$ cat config.mk
export PLATFORM = sky130hd
export DESIGN_NAME = spi_slave_if
export DESIGN_NICKNAME = d
export VERILOG_FILES = /design/src/rtl/spi_slave_if.sv
export SDC_FILE = /design/constraint.sdc
export NUM_CORES = 1
export LEC_CHECK = 0
export CAP_MARGIN = 5
export CORE_ASPECT_RATIO = 0.5
export CORE_MARGIN = 2
export CORE_UTILIZATION = 40
export CTS_CLUSTER_DIAMETER = 60
export CTS_CLUSTER_SIZE = 14
export DETAILED_ROUTE_END_ITERATION = 8
export PLACE_DENSITY = 0.65
export SLEW_MARGIN = 10
export SYNTH_ARGS = -nofsm -noshare
export SYNTH_HDL_FRONTEND = slang
export SYNTH_SLANG_ARGS = --single-unit
$ cat constraint.sdc
create_clock -name clk -period 2.8 [get_ports clk]
set_clock_uncertainty 0.1 [all_clocks]
set_input_delay 0.28 -clock clk [delete_from_list [all_inputs] [get_ports clk]]
set_output_delay 0.28 -clock clk [all_outputs]
set_load 0.02 [all_outputs]
$ cat src/rtl/spi_slave_if.sv
// -----------------------------------------------------------------------------
// spi_slave_if
//   SPI slave front-end. Deserialises 10-bit {cmd[1:0], payload[7:0]} frames
//   from mosi (MSB first) into rx_data with a one-cycle rx_valid pulse, and
//   serialises one 8-bit read byte onto miso during a read-data frame.
//   The SPI bit clock is the system clock: one bit per rising clk edge.
//
// Optional feature macro: SPI_BUSY_OUT_EN
//   defined   -> adds registered output busy, high whenever state != IDLE.
//   undefined -> busy port and logic absent.
//
// Ports
//   clk       in   system / SPI bit clock (rising edge)
//   rst       in   synchronous reset, active-high
//   mosi      in   serial data from master, MSB first
//   ss_n      in   slave select, active-low; high ends or aborts a frame
//   tx_data   in   read byte returned to master
//   tx_valid  in   tx_data valid; starts miso shifting in the read-data wait
//   miso      out  serial data to master, MSB first; 0 when not shifting
//   rx_data   out  last complete frame, [9:8] = cmd, [7:0] = payload
//   rx_valid  out  one-cycle pulse when rx_data updates
//   busy      out  (SPI_BUSY_OUT_EN only) state != IDLE
// -----------------------------------------------------------------------------
module spi_slave_if #(
  parameter int FRAME_W = 10,
  parameter int DATA_W  = 8
) (
  input  logic              clk,
  input  logic              rst,
  input  logic              mosi,
  input  logic              ss_n,
  input  logic [DATA_W-1:0] tx_data,
  input  logic              tx_valid,
  output logic              miso,
  output logic [FRAME_W-1:0] rx_data,
  output logic              rx_valid
`ifdef SPI_BUSY_OUT_EN
  ,
  output logic              busy
`endif
);

  localparam int BCW = $clog2(FRAME_W + 1);
  localparam int TCW = $clog2(DATA_W + 2);

  localparam logic [BCW-1:0] FRAME_LAST = BCW'(FRAME_W - 1);
  localparam logic [BCW-1:0] FRAME_FULL = BCW'(FRAME_W);
  localparam logic [TCW-1:0] TX_LAST    = TCW'(DATA_W);
  localparam logic [TCW-1:0] TX_DONE    = TCW'(DATA_W + 1);

  typedef enum logic [2:0] {
    IDLE      = 3'd0,
    CHK_CMD   = 3'd1,
    WRITE     = 3'd2,
    READ_ADD  = 3'd3,
    READ_DATA = 3'd4
  } state_t;

  state_t               state_q, state_d;
  logic [BCW-1:0]       bit_cnt_q, bit_cnt_d;
  logic [FRAME_W-1:0]   shift_q, shift_d;
  logic [FRAME_W-1:0]   rx_data_q, rx_data_d;
  logic                 rx_valid_q, rx_valid_d;
  logic                 rd_addr_seen_q, rd_addr_seen_d;
  logic [DATA_W-1:0]    tx_shift_q, tx_shift_d;
  // 0: waiting for tx_valid, 1..DATA_W: shifting, DATA_W+1: finished
  logic [TCW-1:0]       tx_cnt_q, tx_cnt_d;
  logic                 miso_q, miso_d;
  logic [FRAME_W-1:0]   shift_in;

  assign shift_in = {shift_q[FRAME_W-2:0], mosi};

  always_comb begin
    state_d        = state_q;
    bit_cnt_d      = bit_cnt_q;
    shift_d        = shift_q;
    rx_data_d      = rx_data_q;
    rx_valid_d     = 1'b0;
    rd_addr_seen_d = rd_addr_seen_q;
    tx_shift_d     = tx_shift_q;
    tx_cnt_d       = tx_cnt_q;
    miso_d         = 1'b0;

    case (state_q)
      IDLE: begin
        bit_cnt_d = '0;
        tx_cnt_d  = '0;
        // The selecting edge carries a preamble bit that is discarded.
        if (!ss_n) state_d = CHK_CMD;
      end

      CHK_CMD: begin
        if (ss_n) begin
          state_d   = IDLE;
          bit_cnt_d = '0;
        end else begin
          shift_d   = shift_in;
          bit_cnt_d = BCW'(1);
          if (!mosi)               state_d = WRITE;
          else if (rd_addr_seen_q) state_d = READ_DATA;
          else                     state_d = READ_ADD;
        end
      end

      WRITE, READ_ADD, READ_DATA: begin
        if (ss_n) begin
          state_d   = IDLE;
          bit_cnt_d = '0;
          tx_cnt_d  = '0;
          // Deselect on the edge right after the last miso bit still counts
          // as a finished read.
          if (state_q == READ_DATA && tx_cnt_q == TX_LAST) rd_addr_seen_d = 1'b0;
        end else if (bit_cnt_q != FRAME_FULL) begin
          shift_d   = shift_in;
          bit_cnt_d = bit_cnt_q + 1'b1;
          if (bit_cnt_q == FRAME_LAST) begin
            rx_data_d  = shift_in;
            rx_valid_d = 1'b1;
            if (state_q == READ_ADD) rd_addr_seen_d = 1'b1;
          end
        end else if (state_q == READ_DATA) begin
          if (tx_cnt_q == '0) begin
            if (tx_valid) begin
              tx_shift_d = tx_data;
              miso_d     = tx_data[DATA_W-1];
              tx_cnt_d   = TCW'(1);
            end
          end else if (tx_cnt_q < TX_LAST) begin
            miso_d     = tx_shift_q[DATA_W-2];
            tx_shift_d = {tx_shift_q[DATA_W-2:0], 1'b0};
            tx_cnt_d   = tx_cnt_q + 1'b1;
          end else if (tx_cnt_q == TX_LAST) begin
            rd_addr_seen_d = 1'b0;
            tx_cnt_d       = TX_DONE;
          end
        end
      end

      default: begin
        state_d   = IDLE;
        bit_cnt_d = '0;
        tx_cnt_d  = '0;
      end
    endcase
  end

  always_ff @(posedge clk) begin
    shift_q    <= shift_d;
    tx_shift_q <= tx_shift_d;
    if (rst) begin
      state_q        <= IDLE;
      bit_cnt_q      <= '0;
      rx_data_q      <= '0;
      rx_valid_q     <= 1'b0;
      rd_addr_seen_q <= 1'b0;
      tx_cnt_q       <= '0;
      miso_q         <= 1'b0;
    end else begin
      state_q        <= state_d;
      bit_cnt_q      <= bit_cnt_d;
      rx_data_q      <= rx_data_d;
      rx_valid_q     <= rx_valid_d;
      rd_addr_seen_q <= rd_addr_seen_d;
      tx_cnt_q       <= tx_cnt_d;
      miso_q         <= miso_d;
    end
  end

  assign miso     = miso_q;
  assign rx_data  = rx_data_q;
  assign rx_valid = rx_valid_q;

`ifdef SPI_BUSY_OUT_EN
  logic busy_q;

  always_ff @(posedge clk) begin
    if (rst) busy_q <= 1'b0;
    else     busy_q <= (state_d != IDLE);
  end

  assign busy = busy_q;
`endif

endmodule

==> summary.md <==
| Metric | Value |
|---|---|
| Run status | `complete, no violations` |
| N_diodes | `0` |
| DRT antenna net count | `0` |
| Kind of cell adding the most delay to the critical path | `compound AO/OA/AOI/OAI gates` |
| Worst-skew pair later-pin latency | `290 ps` |
| Crit path from | `bit_cnt_q[0]` |
| Fin crit period | `2070 ps` |
| Logic pwr share | `5.7%` |
| Yosys warns | `0` |
| Die height | `50.7 µm` |
| Hold WS | `355 ps` |
| Hold-fix buffers at CTS | `0` |
| Num CTS Buffers | `5` |
| Nets | `197` |
| Grt total ovfl | `0` |
| Post-Syn Nets | `171` |
| Pin count of the biggest net entering global routing | `25` |
| Clock root buffer | `clkbuf_8` |
| Global-route wire length before repair | `5260 µm` |
| Worst path max stage delay | `430 ps` |
| Top_reg_cell synth | `dfxtp_1` |
| Power Total | `0.00105 W` |
| Via Count | `1229` |
| Port bufs | `24` |
| CP endpoint kind | `register` |
| Post-synthesis sequential area ratio | `55.1%` |
| Wire per inst | `13.7 µm` |
| Leakage | `0.783 nW` |
| CP max-delay cell | `dfxtp_1` |
| DR vias/cell | `5.25` |
| HP Class | `register to register` |
| Hold Startpoint | `shift_q[7]` |
| Crit Path Max Fanout | `6` |
| Clock transition at path regs | `80 ps` |
| Post-Syn Area | `0.00174 mm²` |
| DR pass1 iterations | `4` |
| H-tree levels | `2` |
| Worst Setup Start Kind | `register` |
| Mean post-synth cell area | `11.4 µm²` |
| Area delta synth->final | `21.8%` |
| Unrepaired setup endpoints after global routing | `false` |
| Pins over their slew limit | `0` |
| Synthesized netlist cell count | `153` |
| Vias in the first global route | `1082` |
| Final Setup Violations | `0` |
| Peak supply drop | `0.251 mV` |
| Antenna violations before repair | `0` |
| DIE AREA | `0.00494 mm²` |
| I/O pin total | `25` |
| Postcts setup bufs | `0` |
| Buf/Inv on CP | `1` |
| Clock net sink count | `40` |
| Final GP Congestion | `0.793` |
| Post-CTS Resized | `0` |
| Clk pwr share | `35.4%` |
| Final Hold Fails | `0` |
| Total net switching power | `0.000231 W` |
| Setup CP Type | `register to register` |
| CTS Buffer Depth | `2` |
| Arr. time, crit path | `2100 ps` |
| Chip width | `97.4 µm` |
| Flop pwr share | `59.0%` |
| Total GRT Usage | `14.0%` |
| Slew @ Worst Pin | `904 ps` |
| Setup TNS | `0 ps` |
| Pint | `0.000817 W` |
| Initial Utilization | `43.1%` |
| Synth cell types | `39` |
| Pwr dens | `493 mW/mm²` |
| Total wire length | `3220 µm` |
| Core area | `0.00404 mm²` |
| Crit-path cells | `inv_1 -> ha_1 -> and3b_1 -> o31a_1 -> o22a_2 -> a41oi_1 -> a211oi_1` |
| Share of cells above drive strength 1 | `12.2%` |
| Ys async rst share | `0%` |
| TritonCTS clock tree | `done` |
| HPWL after DPL | `2180 µm` |
| Fin crit share | `73.9%` |
| Slew HR | `39.6%` |
| Worst path required time | `2830 ps` |
| Net Sw Frac | `22.0%` |
| Initial DRC Count | `85` |
| Achievable Freq | `0.483 GHz` |
| Max Cap Viol | `0` |
| Synthesized flop and latch total | `40` |
| Worst flop-to-flop path startpoint | `bit_cnt_q[0]` |
| Drt drc | `0` |
| Num rows | `16` |
| Number of synthesized flops with an enable pin | `16` |
[cell families after synthesis]
logic type | after synthesis | share of synthesized area (%)
and+or+nand+nor | 52 | 15.9
muxes | 17 | 10.3
AOI/OAI and AO/OA | 23 | 10.8
adders and majority gates | 5 | 3.59
xor gates and xnor gates | 3 | 1.51
buffers and inverters | 13 | 2.87
DFF | 40 | 55.1
[metrics by stage]
step           instances  cell area, µm²  util, %  setup slack [ps]
5_1_grt              234            2120     52.5               554
2_1_floorplan        153            1740        -               795
3_5_place_dp         226            2040     50.4               511
6_report             234            2120     52.5               730
3_3_place_gp         226            2040     50.4               648
4_1_cts              234            2120     52.5               730
[worst reg2reg max path, cell delays in order (launching register included)]
cell	delay, ps
dfxtp_1	430
inv_1	70
ha_1	220
and3b_1	260
o31a_1	290
o22a_2	260
a41oi_1	210
a211oi_1	70
[layer usage]
layer	up-vias	global-route usage [%]	wire (µm)
li1	609	-	-
met1	586	17.7	1620
met2	29	21.1	1350
met3	5	5.15	189
met4	0	7.64	59
met5	-	0	0
[cell usage after synthesis, drive strengths merged (5+ instances only)]
cell type	n	area share (%)
a21oi	6	1.9
clkbuf	6	1.3
dfxtp	24	28
edfxtp	16	28
ha	5	3.6
inv	6	1.3
mux2	7	4.5
mux2i	10	5.7
nand2	6	1.3
nor2	17	3.7
nor3	6	1.7
nor4	6	2.2
[sequential cells by signal (all words and copies together), names as in the netlist]
name,cells
bit_cnt_q,4
miso,1
rd_addr_seen_q,1
rx_data,10
rx_valid,1
shift_q,9
state_q,3
tx_cnt_q,4
tx_shift_q,7
[path summary, 6_finish.rpt]
check | slack [ps] | to | cells after the start
worst max-delay path | 730 | tx_cnt_q[3] | 7
worst min register to register | 360 | shift_q[8] | 0
worst max register to register | 730 | tx_cnt_q[3] | 7
worst min-delay path | 360 | shift_q[8] | 0
[power by group through the flow]
stage / combinational, W / sequential [W] / clock (W)
6_report: 0.0000594 / 0.000618 / 0.000371
5_1_grt: 0.0000647 / 0.000619 / 0.000414
3_3_place_gp: 0.0000578 / 0.000631 / 0
3_5_place_dp: 0.0000592 / 0.000631 / 0
4_1_cts: 0.0000594 / 0.000618 / 0.000384
2_1_floorplan: 0.0000346 / 0.000629 / 0
[cell type report]
type,count,area [µm²]
clock buffers,6,72.6
clock inverters,2,12.5
fillers,369,1920
inverters,6,22.5
multi-input cells,100,733
flip-flops and latches,40,961
well taps,54,67.6
repair buffers,26,255
[cell usage in the layout, fill, tap and decap left out, types with 3 or more instances in the layout]
master	instances
ha_1	5
a21oi_1	5
nor3_1	6
nor4_1	6
clkdlybuf4s50_1	24
mux2i_1	10
edfxtp_1	16
nand2_1	6
nor2_1	17
inv_1	6
clkbuf_8	5
nand2b_1	3
dfxtp_1	24
mux2_2	7
No activity file was read; power rests on OpenSTA's default activity.
